[config.mk]
export PLATFORM = sky130hd
export DESIGN_NAME = send_row
export DESIGN_NICKNAME = d
export VERILOG_FILES = /design/src/rtl/send_row_pkg.sv /design/src/rtl/send_row.sv
export SDC_FILE = /design/constraint.sdc
export NUM_CORES = 1
export LEC_CHECK = 0
export ABC_AREA = 1
export CORE_UTILIZATION = 50
export CTS_CLUSTER_DIAMETER = 60
export CTS_CLUSTER_SIZE = 25
export DETAILED_ROUTE_END_ITERATION = 16
export DONT_BUFFER_PORTS = 1
export SETUP_SLACK_MARGIN = 0.1
export SLEW_MARGIN = 10
export SYNTH_ARGS = -nofsm -noshare
export SYNTH_HDL_FRONTEND = slang
export SYNTH_SLANG_ARGS = --single-unit
[constraint.sdc]
create_clock -name clk -period 5.6 [get_ports clk]
set_clock_uncertainty 0.05 [all_clocks]
set_input_delay 1.12 -clock clk [delete_from_list [all_inputs] [get_ports clk]]
set_output_delay 1.12 -clock clk [all_outputs]
set_load 0.005 [all_outputs]
[src/rtl/send_row_pkg.sv]
// Shared constants and FSM state encoding for the send_row row serializer.
package send_row_pkg;

    localparam int ROW_W_DEF  = 480;
    localparam int WORD_W_DEF = 16;

    typedef enum logic [1:0] {
        IDLE  = 2'd0,
        SHIFT = 2'd1,
        REQ   = 2'd2,
        GAP   = 2'd3
    } state_t;

endpackage

[src/rtl/send_row.sv]
// Row serializer: captures one ROW_W row and streams it LSB word first over valid/ack.
// Optional macro SEND_ROW_PARITY_EN adds a registered even-parity output per word.
//
// state | meaning
// ------+---------------------------------------------------------------
// IDLE  | waiting for ready; captures row and presents word 0 next cycle
// SHIFT | data_valid high, advancing one word per acked cycle
// REQ   | one-cycle send pulse asking the loader for the next row
// GAP   | one idle cycle so the loader can update row/ready
module send_row
    import send_row_pkg::*;
#(
    parameter int ROW_W  = ROW_W_DEF,
    parameter int WORD_W = WORD_W_DEF
)
(
    input  logic              clk,
    input  logic              rst,
    input  logic [ROW_W-1:0]  row,
    input  logic              ready,
    output logic              send,
    output logic [WORD_W-1:0] data_out,
    output logic              data_valid,
    input  logic              data_ack,
    output logic              busy
`ifdef SEND_ROW_PARITY_EN
    ,
    output logic              data_parity
`endif
);

    localparam int NUM_WORDS = ROW_W / WORD_W;
    localparam int CNT_W     = (NUM_WORDS > 1) ? $clog2(NUM_WORDS) : 1;
    localparam logic [CNT_W-1:0] LAST_IDX = CNT_W'(NUM_WORDS - 1);

    state_t              r_state;
    state_t              w_state_next;
    logic [ROW_W-1:0]    r_shift;
    logic [ROW_W-1:0]    w_shift_next;
    logic [CNT_W-1:0]    r_cnt;
    logic [WORD_W-1:0]   r_data_out;
    logic                r_data_valid;
    logic                r_parity;
    logic                w_capture;
    logic                w_advance;
    logic                w_last_ack;

    always_comb begin
        w_state_next = r_state;
        w_capture    = 1'b0;
        w_advance    = 1'b0;
        w_last_ack   = 1'b0;
        case (r_state)
            IDLE: begin
                if (ready) begin
                    w_capture    = 1'b1;
                    w_state_next = SHIFT;
                end
            end
            SHIFT: begin
                if (data_ack) begin
                    if (r_cnt == LAST_IDX) begin
                        w_last_ack   = 1'b1;
                        w_state_next = REQ;
                    end else begin
                        w_advance = 1'b1;
                    end
                end
            end
            REQ:     w_state_next = GAP;
            GAP:     w_state_next = IDLE;
            default: w_state_next = IDLE;
        endcase
    end

    always_ff @(posedge clk) begin
        if (rst) begin
            r_state <= IDLE;
        end else begin
            r_state <= w_state_next;
        end
    end

    // The low word of the shift register is always the word on display, so the
    // next word is simply the low slice of the register shifted down once.
    assign w_shift_next = r_shift >> WORD_W;

    always_ff @(posedge clk) begin
        if (rst) begin
            r_shift      <= '0;
            r_cnt        <= '0;
            r_data_out   <= '0;
            r_data_valid <= 1'b0;
            r_parity     <= 1'b0;
        end else if (w_capture) begin
            r_shift      <= row;
            r_cnt        <= '0;
            r_data_out   <= row[WORD_W-1:0];
            r_data_valid <= 1'b1;
            r_parity     <= ^row[WORD_W-1:0];
        end else if (w_advance) begin
            r_shift      <= w_shift_next;
            r_cnt        <= r_cnt + CNT_W'(1);
            r_data_out   <= w_shift_next[WORD_W-1:0];
            r_data_valid <= 1'b1;
            r_parity     <= ^w_shift_next[WORD_W-1:0];
        end else if (w_last_ack) begin
            r_cnt        <= '0;
            r_data_out   <= '0;
            r_data_valid <= 1'b0;
            r_parity     <= 1'b0;
        end
    end

    assign data_out   = r_data_out;
    assign data_valid = r_data_valid;
    assign busy       = (r_state == SHIFT);
    assign send       = (r_state == REQ);

`ifdef SEND_ROW_PARITY_EN
    assign data_parity = r_parity;
`else
    logic w_parity_unused;
    assign w_parity_unused = r_parity;
`endif

endmodule

Word level (Yosys, flattened, before mapping)
Cells that the tools add are included.
Word-level totals
  register bits after elaboration: 504
Cells by class
  mux-type cells: 22
  reductions and logical operators: 6
  equal/unequal tests: 7
  $add $sub $neg: 1
Operators by type and width (count)
  480-bit two-way mux: 2
  16-bit two-way mux: 3
  1-bit two-way mux: 11
  5-bit two-way mux: 2
  2-bit one-hot mux with 4 select lines: 1
  2-bit two-way mux: 3
  5-bit by 1-bit adder with 5-bit output, second input constant: 1
  5-bit equality test, second input constant: 1
  2-bit equality test, second input constant: 2
  2-bit != test, second input constant: 2
  2-bit nonzero test: 2
  3-bit AND reduction: 1
  3-bit nonzero test: 1
  2-bit by 1-bit equality test with 1-bit output, second input constant: 1
  2-bit zero test: 1
  2-bit by 1-bit != test with 1-bit output, second input constant: 1
  2-bit OR reduction: 1

Depth between registers and ports, before layout
Gate-level depths: netlist of run 1.
  word-level depth: 7
  gate-level depth with buffers: 12
  mapped depth without buffers: 10

Worst setup path after synthesis of run 1
Ideal clock, no wire load.
  path type: input-to-reg
  from: input port ready
  to: register r_shift[433]
  stages on the path: 7
  data arrival time: 2.174 ns
  required time: 5.422 ns
  slack: 3.249 ns
  path buffers: 3
  library setup time: 0.128 ns
  cells stage by stage: nand2_1 buf_2 clkbuf_1 clkbuf_1 nand3_1 nand2_1 nor2_1
Between the ends
  word-level cells in the longest chain between the ends: 3
  elaborated cells between the ends (all ways): 4
  classes of those cells: 3 x mux; 1 x reduce/logical
Ends and longest elaborated chain
  from (decl): RTL line send_row.sv:20  | input logic ready,
  1-bit two-way mux (*): RTL line send_row.sv:55  | if (ready) begin
  1-bit two-way mux (*): RTL line send_row.sv:53  | case (r_state)
  480-bit two-way mux or 2-bit nonzero test (tied branches)
  to (signal assigned): RTL line send_row.sv:96  | r_shift <= row;
  to (signal assigned): RTL line send_row.sv:102  | r_shift <= w_shift_next;
  to (decl): RTL line send_row.sv:38  | logic [ROW_W-1:0] r_shift;
Every way passes the cells marked *; elsewhere a longest branch is shown, timed or not.
A chain may end at the register's enable or synchronous reset.

Worst setup path after layout of run 1
  from: register r_state[0]
  to: register r_shift[191]
Between the ends
  word-level cells in the longest chain between the ends: 3
  elaborated cells between the ends (all ways): 6
  classes of those cells: 1 x eq/ne; 3 x mux; 2 x reduce/logical
Ends and longest elaborated chain
  from (decl): RTL line send_row.sv:36  | state_t r_state;
  from (signal assigned): RTL line send_row.sv:80  | r_state <= w_state_next;
  2-bit by 1-bit equality test with 1-bit output or 2-bit zero test (tied branches): RTL line send_row.sv:53
  1-bit two-way mux: RTL line send_row.sv:53
  2-bit nonzero test (no line) or 480-bit two-way mux (tied branches)
Several ways; a longest one is shown, not always the timed one.

==> metrics.yaml, run 1 <==
totalWireLength_mm: 69.5
max_slew_margin_pct: 25.3
syn_to_final_growth_pct: 5.48
layout.nets: 3998
timing_worst_slew_pin_value_ns: 1.12
clk_latency_ns: 0.57
post-cts-setup-buffer-count: 0
static-leakage-power_nw: 11.9
detailed_place.area_um2: 22700
cts_tree: "yes"
post-route-period-util_pct: 64.7
yosysTopAreaCellShare_pct: 42.8
antenna_violations_before_repair: 18
post_cts_resized: 0
cts_max_level: 2
syn_nets: 4207
total_power_w: 0.0140
count_of_final_max_slew_check_failures: 0
core_area_um2: 44600
floorplan.rows: 77
seq_area_frac_synth_pct: 42.8
drcViolationCount: 0
synthesis.instances: 3717
finalWorstPathRequiredPeriod_ns: 3.62
worst_setup_path_start_kind: "flop"
clk_root_buffer_cell: "sky130_fd_sc_hd__clkbuf_16"
syn_area_per_cell_um2: 6.14
critPathKind: "flop to flop"
cp_slowest_cell: "sky130_fd_sc_hd__inv_8"
wl_per_instance_um: 16.8
ctsHoldBuffers: 0
post_drt_via_cell_ratio: 5.21
report.final.hold_viol_count: 0
cts.path.max_buffers: 3
drt_pre_antenna_iters: 7
route.vias.total: 21600
final_core_util_pct: 54.0
io_buffer_count: 0
final.setup.worst_slack_ns: 1.98
dieArea_um2: 46500
report.final.setup_viol: 0
ys_dominant_reg_cell: "sky130_fd_sc_hd__dfxtp_1"
global_route_wire_length_before_repair_mm: 109
timing.critical_path.fanout_max: 127
die-height_um: 216
crit_path_cell_trace: "inv_1, ha_1, nand2_4, nand2_8, inv_8, buf_4, nor2_1, nor2_1"
critPathMostFrequentCell: "sky130_fd_sc_hd__nor2_1"
synth-edff-count: 0
area_of_combinational_cells_with_multiple_inputs_um2: 11800
first_iter_violations: 1920
grt-ovfl-total: 0
required_arrival_time_at_the_worst_endpoint_ns: 6.05
synth_area_leaders: "sky130_fd_sc_hd__dfxtp_1 43%, sky130_fd_sc_hd__nand2_1 25%, sky130_fd_sc_hd__nor2_1 14%"
grt_overall_usage_pct: 29.0
route.antenna.remaining_nets: 0
grt_start_max_net_pins: 244
outcome: "complete, no violations"
synth.cell_area_um2: 22800
rsz0062_at_grt: "no"
cts.reportedPaths.clkPinSlew_ns: 0.08
pin_count: 503
routabilityCongestion: 0.874
synthesis.yosys.warnings: 0
max_freq_ghz: 0.276
yosys.area.top_type: "sky130_fd_sc_hd__dfxtp_1"
cts_buffers: 39
area.sequential_um2: 9770
final_cell_area_um2: 24100
timing.critical_path.arrival_ns: 4.07
numClockSinks: 488
dpl_worst_slack_ns: 1.59
crit_path_end_kind: "flop"
timing.max_cap.violations: 0
drive_above_1_share_pct: 2.71
power.density_cell_area_nw_per_um2: 582
hpwl_after_detailed_placement_mm: 44.8
fillerInstances: 4667
finalSetupTns_ns: 0
holdCritPathClass: "flop to flop"
async_reset_ff_share_pct: 0
worst_ir_drop_vdd_mv: 0.375
synth-seq-cells: 488
chipWidth_um: 216
floorplan.initialDensity_pct: 51.2
ys_types: 23
critical_path.max_stage_delay_ns: 0.73
via_count_of_the_first_global_routing_pass: 20400
[Yosys cell counts (all sizes together) (2+ instances only)]
cell type / instances
nand3b: 16
clkbuf: 207
o21a: 2
inv: 44
nand3: 83
buf: 61
o21ai: 389
nand4: 2
a21oi: 50
clkinv: 2
nand2: 1534
dfxtp: 488
nor2: 831
ha: 6
[cell usage in the layout (no fill, tap or decap)]
cell                         Yosys  layout
sky130_fd_sc_hd__ha_1            6       6
sky130_fd_sc_hd__inv_12          0       1
sky130_fd_sc_hd__inv_6           0       8
sky130_fd_sc_hd__inv_8           0       6
sky130_fd_sc_hd__nand3_1        83      83
sky130_fd_sc_hd__nor2_1        830     829
sky130_fd_sc_hd__clkinvlp_4      0       5
sky130_fd_sc_hd__diode_2         0      15
sky130_fd_sc_hd__clkbuf_8        0       1
sky130_fd_sc_hd__o21a_1          2       2
sky130_fd_sc_hd__nand2_8         0       1
sky130_fd_sc_hd__clkinv_2        0       2
sky130_fd_sc_hd__or2_2           1       1
sky130_fd_sc_hd__nor2_2          1       2
sky130_fd_sc_hd__o21ai_0       388     388
sky130_fd_sc_hd__nand3b_1       16      16
sky130_fd_sc_hd__clkbuf_1      207       1
sky130_fd_sc_hd__buf_12          0       6
sky130_fd_sc_hd__inv_1          43      43
sky130_fd_sc_hd__dfxtp_1       488     488
sky130_fd_sc_hd__o21bai_1        1       1
sky130_fd_sc_hd__a21oi_1        50      50
sky130_fd_sc_hd__clkinv_4        0       1
sky130_fd_sc_hd__buf_4          34      12
sky130_fd_sc_hd__clkinv_8        0       5
sky130_fd_sc_hd__o21ai_4         0       1
sky130_fd_sc_hd__nand2_1      1533    1532
sky130_fd_sc_hd__clkbuf_16       0      39
sky130_fd_sc_hd__nand2_4         0       1
sky130_fd_sc_hd__bufinv_16       0       4
sky130_fd_sc_hd__nand4_1         2       2
[per-stage QoR]
stage          hold slack, ns  std cells
3_3_place_gp            0.412       4059
6_report                0.423       4144
3_5_place_dp            0.411       4059
4_1_cts                 0.424       4129
5_1_grt                 0.453       4143
2_1_floorplan           0.396       3717
[kinds of logic after synthesis]
kind of cell / share of synthesized area [%]
buffers and inverters: 5.84
flip-flops: 42.8
AO/OA/AOI/OAI: 9.74
AND/OR/NAND/NOR: 41.3
adder cells (fa/ha/maj): 0.329
[layer usage]
layer / vias to the layer above / wire [µm] / global-route usage (%) / share of wire [%]
met5: - / 40 / 0 / 0.058
met4: 6 / 2340 / 12.1 / 3.4
met3: 115 / 4650 / 6.65 / 6.7
met2: 567 / 33200 / 48.1 / 48
met1: 9841 / 29300 / 36.1 / 42
li1: 11100 / - / - / -
[sequential cells by signal (all words and copies together), names as in the netlist]
name        count
r_state         2
r_cnt           5
r_shift       464
data_valid      1
data_out       16
[critical path: cells and delay by family (launching register included)]
kind          cells  cell delay, ns
fa+ha+maj         1            0.26
buf+inv           3            1.39
flops             1            0.37
simple gates      4            1.35
[report_power, final]
group | switching (W) | internal (W)
Combinational | 0.00384 | 0.00169
Clock | 0.00147 | 0.00155
Sequential | 0.000669 | 0.00479
[final timing paths]
path | startpoint | to | slack [ns] | cells after the start
hold reg to reg | r_shift[17] | data_out[1] | 0.42 | 2
hold / removal | r_shift[17] | data_out[1] | 0.42 | 2
setup reg to reg | r_state[0] | r_shift[191] | 1.98 | 8
setup / recovery | r_state[0] | r_shift[191] | 1.98 | 8
[area by class of cell]
type | instances | share of cell area (%)
Antenna cell | 15 | 0.156
Clock buffer | 41 | 4.12
Clock inverter | 29 | 1.57
Inverter | 46 | 0.810
Multi-Input combinational cell | 2915 | 48.8
Sequential cell | 488 | 40.6
Tap cell | 592 | 3.07
Timing Repair Buffer | 18 | 0.873
No activity file was read; power rests on OpenSTA's default activity.
==> inputs of run 2 (changes only) <==
- PLACE_DENSITY: unset -> 0.68
- clock period: 5.6 -> 3 ns (I/O delays scaled with it)
==> run 2 against run 1 <==
Effect of this change:
- register-to-register slack lost 1.5 ns
- worst setup slack worse by 1.5 ns
- clock-buffer cell count increased by 2
- die area unchanged
- routed wire length shrank 2.5%
- design area is 0.57% higher
- global-route usage decreased by 0.97 points
- via count grew 1.2%
- largest power group unchanged
==> metrics.yaml, run 2 (same netlist as run 1, synthesis figures left out) <==
drcViolationCount: 0  # unchanged
io_buffer_count: 0  # unchanged
dieArea_um2: 46500  # unchanged
static-leakage-power_nw: 12.0  # was 11.9 nW
rsz0062_at_grt: "no"  # unchanged
die-height_um: 216  # unchanged
critical_path.max_stage_delay_ns: 0.68  # was 0.73 ns
floorplan.rows: 77  # unchanged
most_common_cell_after_layout_fill_and_taps_aside: "sky130_fd_sc_hd__nand2_1"  # unchanged
startpoint: "r_state[0]"  # unchanged
area_of_combinational_cells_with_multiple_inputs_um2: 11800  # unchanged
pin_count: 503  # unchanged
totalWireLength_mm: 67.7  # was 69.5 mm
core_area_um2: 44600  # unchanged
drt_pre_antenna_iters: 5  # was 7
holdCritPathClass: "primary input to flop"  # was flop to flop
drive_above_1_share_pct: 2.99  # was 2.71%
top_register: "r_shift"  # unchanged
cts.path.max_buffers: 3  # unchanged
worst_setup_path_start_kind: "flop"  # unchanged
syn_to_final_growth_pct: 6.09  # was 5.48%
critPathMostFrequentCell: "sky130_fd_sc_hd__inv_1"  # was sky130_fd_sc_hd__nor2_1
cell_type_group_with_the_largest_total_delay_on_the_critical_path: "simple AND/OR/NAND/NOR gates"  # was buffers and inverters
grt-ovfl-total: 0  # unchanged
timing.max_cap.violations: 0  # unchanged
post_cts_resized: 0  # unchanged
route.vias.total: 21900  # was 21,600
chipWidth_um: 216  # unchanged
post_drt_via_cell_ratio: 5.28  # was 5.21
finalSetupTns_ns: 0  # unchanged
routabilityCongestion: 0.927  # was 0.874
layout_common_cells: "1,532 x sky130_fd_sc_hd__nand2_1, 829 x sky130_fd_sc_hd__nor2_1, 488 x sky130_fd_sc_hd__dfxtp_1, 388 x sky130_fd_sc_hd__o21ai_0, 83 x sky130_fd_sc_hd__nand3_1"  # unchanged
cts_tree: "yes"  # unchanged
fillerInstances: 4654  # was 4,667
cts_max_level: 2  # unchanged
max_freq_ghz: 0.397  # was 0.276 GHz
count_of_final_max_slew_check_failures: 0  # unchanged
report.final.setup_viol: 0  # unchanged
cts_buffers: 39  # unchanged
cts.reportedPaths.clkPinSlew_ns: 0.08  # about the same
clk_root_buffer_cell: "sky130_fd_sc_hd__clkbuf_16"  # unchanged
timing.critical_path.arrival_ns: 2.98  # was 4.07 ns
max_slew_margin_pct: 19.6  # was 25.3%
first_iter_violations: 1856  # was 1,920
wl_per_instance_um: 16.4  # was 16.8 µm
route.antenna.remaining_nets: 0  # unchanged
report.final.hold_viol_count: 0  # unchanged
worst_ir_drop_vdd_mv: 0.708  # was 0.375 mV
critPathKind: "flop to flop"  # unchanged
r2r_slack_ns: 0.48  # was 1.98 ns
whs_ns: 0.0507  # was 0.423 ns
number_of_flip_flops_under_the_largest_register_name: 464  # unchanged
ff_to_ff_end: "r_cnt[0]"  # was r_shift[191]
finalWorstPathRequiredPeriod_ns: 2.52  # was 3.62 ns
cp_slowest_cell: "sky130_fd_sc_hd__nor2_2"  # was sky130_fd_sc_hd__inv_8
grt_overall_usage_pct: 28.0  # was 29.0%
floorplan.initialDensity_pct: 51.2  # unchanged
numClockSinks: 488  # unchanged
area.sequential_um2: 9770  # unchanged
post-cts-setup-buffer-count: 0  # unchanged
ctsHoldBuffers: 0  # unchanged
antenna_violations_before_repair: 6  # was 18
timing_worst_slew_pin_value_ns: 1.21  # was 1.12 ns
clk_latency_ns: 0.56  # was 0.57 ns
grt_start_max_net_pins: 256  # was 244
required_arrival_time_at_the_worst_endpoint_ns: 3.46  # was 6.05 ns
timing.reg2reg.worst_path_depth: 8  # unchanged
worst-path-buf-inv: 3  # unchanged
global_route_wire_length_before_repair_mm: 106  # was 109 mm
power.density_cell_area_nw_per_um2: 1080  # was 582 nW/µm²
cp.depth: 8  # unchanged
via_count_of_the_first_global_routing_pass: 20100  # was 20,400
crit_path_cell_trace: "inv_1, ha_1, nand2_4, inv_8, nor2_2, inv_1, a21oi_1, o21a_1"  # was inv_1, ha_1, nand2_4, nand2_8, inv_8, buf_4, nor2_1, nor2_1
crit_path_end_kind: "flop"  # unchanged
timing.critical_path.fanout_max: 87  # was 127
layout.nets: 4007  # was 3,998
reg2reg_from: "r_state[0]"  # unchanged
outcome: "complete, no violations"  # unchanged
endpoint: "r_cnt[0]"  # was r_shift[191]
post-route-period-util_pct: 83.9  # was 64.7%
hpwl_after_detailed_placement_mm: 44.9  # was 44.8 mm
[run 2: layout make-up]
class	instances	area share (%)
antenna	4	0.0413
timing repair buffer	27	1.71
inverter	46	0.806
multi-input combinational	2915	48.6
clock inverter	28	1.19
tap	592	3.06
clock buffer	43	4.31
sequential	488	40.3
[run 2: layer usage]
layer / GRT usage [%] / vias to the layer above / wire length [µm]
li1: - / 11100 / -
met1: 37.2 / 10000 / 29300
met2: 45.0 / 661 / 31200
met3: 6.19 / 101 / 5230
met4: 9.29 / 6 / 1940
met5: 0 / - / 47
[run 2: report_power, final]
group          switching (W)  leakage [nW]  internal [W]
combinational        0.00715          7.29       0.00330
sequential           0.00131          4.03       0.00895
clock                0.00276         0.640       0.00268
[run 2: how the worst min path moves through the flow]
stage	startpoint	endpoint	slack, ns	cells past startpoint
6_report	rst	r_shift[427]	0.05	1
2_1_floorplan	r_shift[16]	data_out[0]	0.40	2
3_5_place_dp	r_shift[472]	r_shift[472]	0.42	2
4_1_cts	rst	r_shift[427]	0.007	1
3_3_place_gp	r_shift[465]	r_shift[465]	0.41	2
5_1_grt	rst	r_shift[427]	0.02	1
[run 2: per-stage QoR]
step / utilization (%) / instances / setup slack, ns / power (W) / cell area, µm²
2_1_floorplan: - / 3717 / 1.15 / 0.0183 / 22800
3_3_place_gp: 51.3 / 4068 / 0.681 / 0.0205 / 22900
3_5_place_dp: 51.3 / 4068 / 0.597 / 0.0207 / 22900
4_1_cts: 54.3 / 4139 / 0.582 / 0.0263 / 24200
5_1_grt: 54.3 / 4141 / 0.357 / 0.0284 / 24200
6_report: 54.3 / 4143 / 0.482 / 0.0261 / 24200
[run 2: worst register-to-register path: cells and delay by family, from the launching register on]
family	cells	cell delay (ns)
buffers and inverters	3	0.48
AOI/OAI and AO/OA	2	0.33
DFF	1	0.36
adders and majority gates	1	0.25
and+or+nand+nor	2	1.00
==> inputs of run 3 (changes only) <==
- PLACE_DENSITY: 0.68 -> unset
- clock period: 3 -> 2.6 ns (I/O delays scaled with it)
==> run 3 against run 2 <==
Effect of this change:
- sequential power is 15% higher
- global-route usage rose by 0.55 points
- combinational power up 19%
- design area rose by 1.3%
- clock power rose by 20%
- sequential share of layout area down 0.52 points
- routed wire length up 2.1%
- worst hold slack got worse by 0.0047 ns
- largest power group unchanged
- highest routed layer unchanged
==> metrics.yaml, run 3 (same netlist as run 1, synthesis figures left out) <==
report.final.hold_viol_count: 0  # unchanged
static-leakage-power_nw: 12.1  # was 12.0 nW
syn_to_final_growth_pct: 7.47  # was 6.09%
cts.reportedPaths.clkPinSlew_ns: 0.08  # about the same
detailed_place.area_um2: 23100  # was 22,900 µm²
max_freq_ghz: 0.436  # was 0.397 GHz
crit_path_end_kind: "flop"  # unchanged
pin_count: 503  # unchanged
grt-ovfl-total: 0  # unchanged
report.final.setup_viol: 0  # unchanged
timing.critical_path.fanout_max: 179  # was 87
layout_common_cells: "1,532 x sky130_fd_sc_hd__nand2_1, 829 x sky130_fd_sc_hd__nor2_1, 488 x sky130_fd_sc_hd__dfxtp_1, 388 x sky130_fd_sc_hd__o21ai_0, 83 x sky130_fd_sc_hd__nand3_1"  # unchanged
chipWidth_um: 216  # unchanged
routabilityCongestion: 0.857  # was 0.927
cts_max_level: 2  # unchanged
timing.max_cap.violations: 0  # unchanged
layout.nets: 4028  # was 4,007
floorplan.rows: 77  # unchanged
required_arrival_time_at_the_worst_endpoint_ns: 3.05  # was 3.46 ns
first_iter_violations: 1763  # was 1,856
post-cts-setup-buffer-count: 0  # unchanged
finalWorstPathRequiredPeriod_ns: 2.29  # was 2.52 ns
final_cell_area_um2: 24500  # was 24,200 µm²
global_route_wire_length_before_repair_mm: 107  # was 106 mm
area.sequential_um2: 9770  # unchanged
most_common_cell_after_layout_fill_and_taps_aside: "sky130_fd_sc_hd__nand2_1"  # unchanged
wl_per_instance_um: 16.6  # was 16.4 µm
post_drt_via_cell_ratio: 5.23  # was 5.28
drt_pre_antenna_iters: 5  # unchanged
count_of_final_max_slew_check_failures: 0  # unchanged
total_power_w: 0.0307  # was 0.0261 W
power.density_cell_area_nw_per_um2: 1250  # was 1080 nW/µm²
number_of_flip_flops_under_the_largest_register_name: 464  # unchanged
max_slew_margin_pct: 51.4  # was 19.6%
floorplan.initialDensity_pct: 51.2  # unchanged
route.antenna.remaining_nets: 0  # unchanged
outcome: "complete, no violations"  # unchanged
fillerInstances: 4742  # was 4,654
cts.path.max_buffers: 3  # unchanged
timing.critical_path.arrival_ns: 2.74  # was 2.98 ns
cts_tree: "yes"  # unchanged
totalWireLength_mm: 69.2  # was 67.7 mm
area_of_combinational_cells_with_multiple_inputs_um2: 11800  # unchanged
rsz0062_at_grt: "no"  # unchanged
drive_above_1_share_pct: 3.53  # was 2.99%
critPathKind: "flop to flop"  # unchanged
via_count_of_the_first_global_routing_pass: 20300  # was 20,100
io_buffer_count: 0  # unchanged
drcViolationCount: 0  # unchanged
timing_worst_slew_pin_value_ns: 0.729  # was 1.21 ns
cts_buffers: 40  # was 39
core_area_um2: 44600  # unchanged
clk_latency_ns: 0.57  # was 0.56 ns
finalSetupTns_ns: 0  # unchanged
antenna_violations_before_repair: 20  # was 6
die-height_um: 216  # unchanged
final_core_util_pct: 55.0  # was 54.3%
numClockSinks: 488  # unchanged
route.vias.total: 21800  # was 21,900
whs_ns: 0.0460  # was 0.0507 ns
holdCritPathClass: "primary input to flop"  # unchanged
worst_ir_drop_vdd_mv: 0.936  # was 0.708 mV
clk_root_buffer_cell: "sky130_fd_sc_hd__clkbuf_16"  # unchanged
grt_overall_usage_pct: 28.6  # was 28.0%
hpwl_after_detailed_placement_mm: 46.4  # was 44.9 mm
top_register: "r_shift"  # unchanged
dieArea_um2: 46500  # unchanged
worst_setup_path_start_kind: "flop"  # unchanged
post-route-period-util_pct: 88.1  # was 83.9%
grt_start_max_net_pins: 180  # was 256
[run 3: cell count changes in the layout (fill, tap and decap cells not counted), sizes merged]
cell	delta
clkinvlp	+2
clkinv	+1
bufinv	+4
inv	-7
clkbuf	-1
buf	+20
diode	+14
[run 3: what timing repair did]
item,in CTS,in global routing
hold buffers,1,0
endpoints found under the hold margin,61,0
endpoints found under the setup margin,0,17
resized for setup,0,2
[run 3: area by class of cell]
| class | count | share of cell area [%] |
|---|---|---|
| diodes | 18 | 0.184 |
| flip-flops and latches | 488 | 39.8 |
| repair buffers | 47 | 2.58 |
| clock inverters | 28 | 1.44 |
| well taps | 592 | 3.02 |
| multi-input cells | 2915 | 47.9 |
| clock buffers | 42 | 4.24 |
| inverters | 46 | 0.795 |
[run 3: worst paths after layout]
kind	startpoint	endpoint	slack [ns]	depth (start not counted)
max	r_state[1]	r_shift[145]	0.31	9
min	row[468]	r_shift[468]	0.05	2
max reg2reg	r_state[1]	r_shift[145]	0.31	9
min reg2reg	r_shift[31]	data_out[15]	0.42	2
[run 3: power by group]
part | switching (W) | internal [W]
Sequential | 0.00146 | 0.0103
Combinational | 0.00840 | 0.00398
Clock | 0.00313 | 0.00342
[run 3: critical path, stage by stage (launching register included)]
cell                      delay (ns)
sky130_fd_sc_hd__dfxtp_1        0.33
sky130_fd_sc_hd__inv_1          0.10
sky130_fd_sc_hd__ha_1           0.30
sky130_fd_sc_hd__nand2_1        0.16
sky130_fd_sc_hd__inv_1          0.18
sky130_fd_sc_hd__o21ai_4        0.11
sky130_fd_sc_hd__nand2_8        0.12
sky130_fd_sc_hd__buf_16         0.39
sky130_fd_sc_hd__o21ai_0        0.17
sky130_fd_sc_hd__nor2_1         0.12
[run 3: per-layer routing]
metal | part of all wire (%) | up-vias | GRT usage, %
li1 | - | 11100 | -
met1 | 43 | 9996 | 35.8
met2 | 47 | 574 | 46.7
met3 | 6.5 | 126 | 6.24
met4 | 3.6 | 6 | 13.4
met5 | 0.068 | - | 0
[run 3: through the flow]
step / setup WS (ns) / std cells
6_report: 0.308 / 4176
5_1_grt: 0.112 / 4171
4_1_cts: 0.253 / 4158
3_5_place_dp: 0.265 / 4087
3_3_place_gp: 0.394 / 4087
2_1_floorplan: 0.751 / 3717
==> patch (config.mk and constraints of run 3) <==
Build with the macro `SEND_ROW_PARITY_EN` defined.
--- a/src/rtl/send_row.sv
+++ b/src/rtl/send_row.sv
@@ -7,6 +7,8 @@
 // SHIFT | data_valid high, advancing one word per acked cycle
 // REQ   | one-cycle send pulse asking the loader for the next row
 // GAP   | one idle cycle so the loader can update row/ready
+`define SEND_ROW_PARITY_EN
+
 module send_row
     import send_row_pkg::*;
 #(
Function (old outputs only; new: data_parity): same outputs for any inputs over 4 cycles, from zero or initial values and one cycle with rst high; that may be too few to reach the edited logic, so the function may still have changed.
==> patch against run 3 <==
- power down 15%
- via count down 21%
- critical path depth unchanged
- die area down 13%
- setup slack about the same
- wire length down 13%
- sequential cell count up 1
- cell area down 12%
- final cell count down 30%
- synthesized area down 13%
- combinational power down 35%
- count of clock-buffer cells in the layout unchanged
==> patch: results (changes against run 3) <==
- The flow ran to the end, and the final reports show no timing, DRC or antenna violations.
- The net count of the finished layout was 2857 (-29%).
- Post-synthesis cell type count: 28 (+22%)
- End point of the worst hold path: r_shift[461]
* Min-Delay Startpoint: rst
- Gpl congestion: 0.870 (+1.6%)
- The share of synthesized area occupied by flip-flops and latches was 49.5% (+6.7 points).
- The number of antenna violations at the first check in global routing is 2 (-90%).
* Top fanout value on the critical path: 24 (-87%)
* Critical Path Start: r_state[0]
- The placed instance area was 20000 um^2 (-13%).
- The violation count after the first detailed-routing iteration was 1421 (-19%).
- GRT Total Usage: 28.4% (-0.15 points)
- Counting instances in the post-synthesis netlist gives the leading cell types as 706 x sky130_fd_sc_hd__nor2_1, 489 x sky130_fd_sc_hd__dfxtp_1, 476 x sky130_fd_sc_hd__nand2_1.
- Worst hold path cell count: 1 (-1)
* Vias: 17200 (-21%)
* Worst hold slack: 0.0256 ns (-0.0204 ns)
- The reg-to-reg setup timing slack came to 0.31 ns (about the same).
* Parity-gate share of the synthesized area counting xor and xnor cells: 0.266% (+0.27 points)
- Clock group total power: 6.45 mW (-2%)
- Fraction of power consumed by the clock network: 24.7% (+3.4 points)
- The total nets after synthesis came to 2976 (-29%).
- First-pass GRT wire length: 91700 um (-14%)
* Largest incremental delay on the critical path: 0.57 ns (+0.18 ns)
- Per-cell routed wire length: 20.6 um (+24%)
* Least-Margin Pin Slew: 0.713 ns (-0.0158 ns)
* Post-synthesis adder-cell area fraction: 0.379% (+0.051 points)
- Slowest cell on the critical path: sky130_fd_sc_hd__dlygate4sd3_1
- The proportion of power drawn by flip-flops and latches was 44.5% (+6.1 points).
- By area the synthesized netlist is led by sky130_fd_sc_hd__dfxtp_1 49%, sky130_fd_sc_hd__o221ai_1 16%, sky130_fd_sc_hd__nor2_1 13%, sky130_fd_sc_hd__nand2_1 9.0%, sky130_fd_sc_hd__a31oi_1 2.5%.
- Placement-stage worst setup slack: 0.427 ns (+0.161 ns)
* Crit Reg-Reg Endpoint: data_out[3]
* Hold bufs inserted after CTS: 8 (+7)
- Placed Cells: 2833 (-31%)
- The number of vias per cell after detailed routing came to 5.90 (+13%).
- Switching Fraction: 37.8% (-4.5 points)
- The maximum number of pins on one net before global-route repair was 138 (-23%).
- The fraction of final layout cells with drive strength greater than 1 is 5.13% (+1.6 points).
- Leakage: 8.19 nW (-32%)
* Vias in the first global route: 16400 (-19%)
- The number of buffers created by CTS was 38 (-5.0%).
[patch: cell type report]
| type | instances | area (um^2) |
|---|---|---|
| inverters | 56 | 235 |
| repair buffers | 52 | 676 |
| diodes | 1 | 2.50 |
| flip-flops and latches | 489 | 9790 |
| multi-input cells | 1730 | 8800 |
| clock inverters | 28 | 364 |
| well taps | 518 | 648 |
| fillers | 3676 | 17300 |
| clock buffers | 42 | 1030 |
[patch: how the worst max path moves through the flow]
stage / end
floorplan: r_shift[359]
global placement: r_shift[110]
detailed placement: r_shift[181]
CTS: data_out[6]
global route: data_out[3]
finish: data_out[3]
[patch: layer usage]
layer | vias up | track usage (%) | part of all wire (%)
li1 | 8442 | - | -
met1 | 8136 | 35.2 | 41
met2 | 536 | 47.4 | 48
met3 | 74 | 8.60 | 8.5
met4 | 2 | 8.53 | 2.5
met5 | - | 0 | 0.018
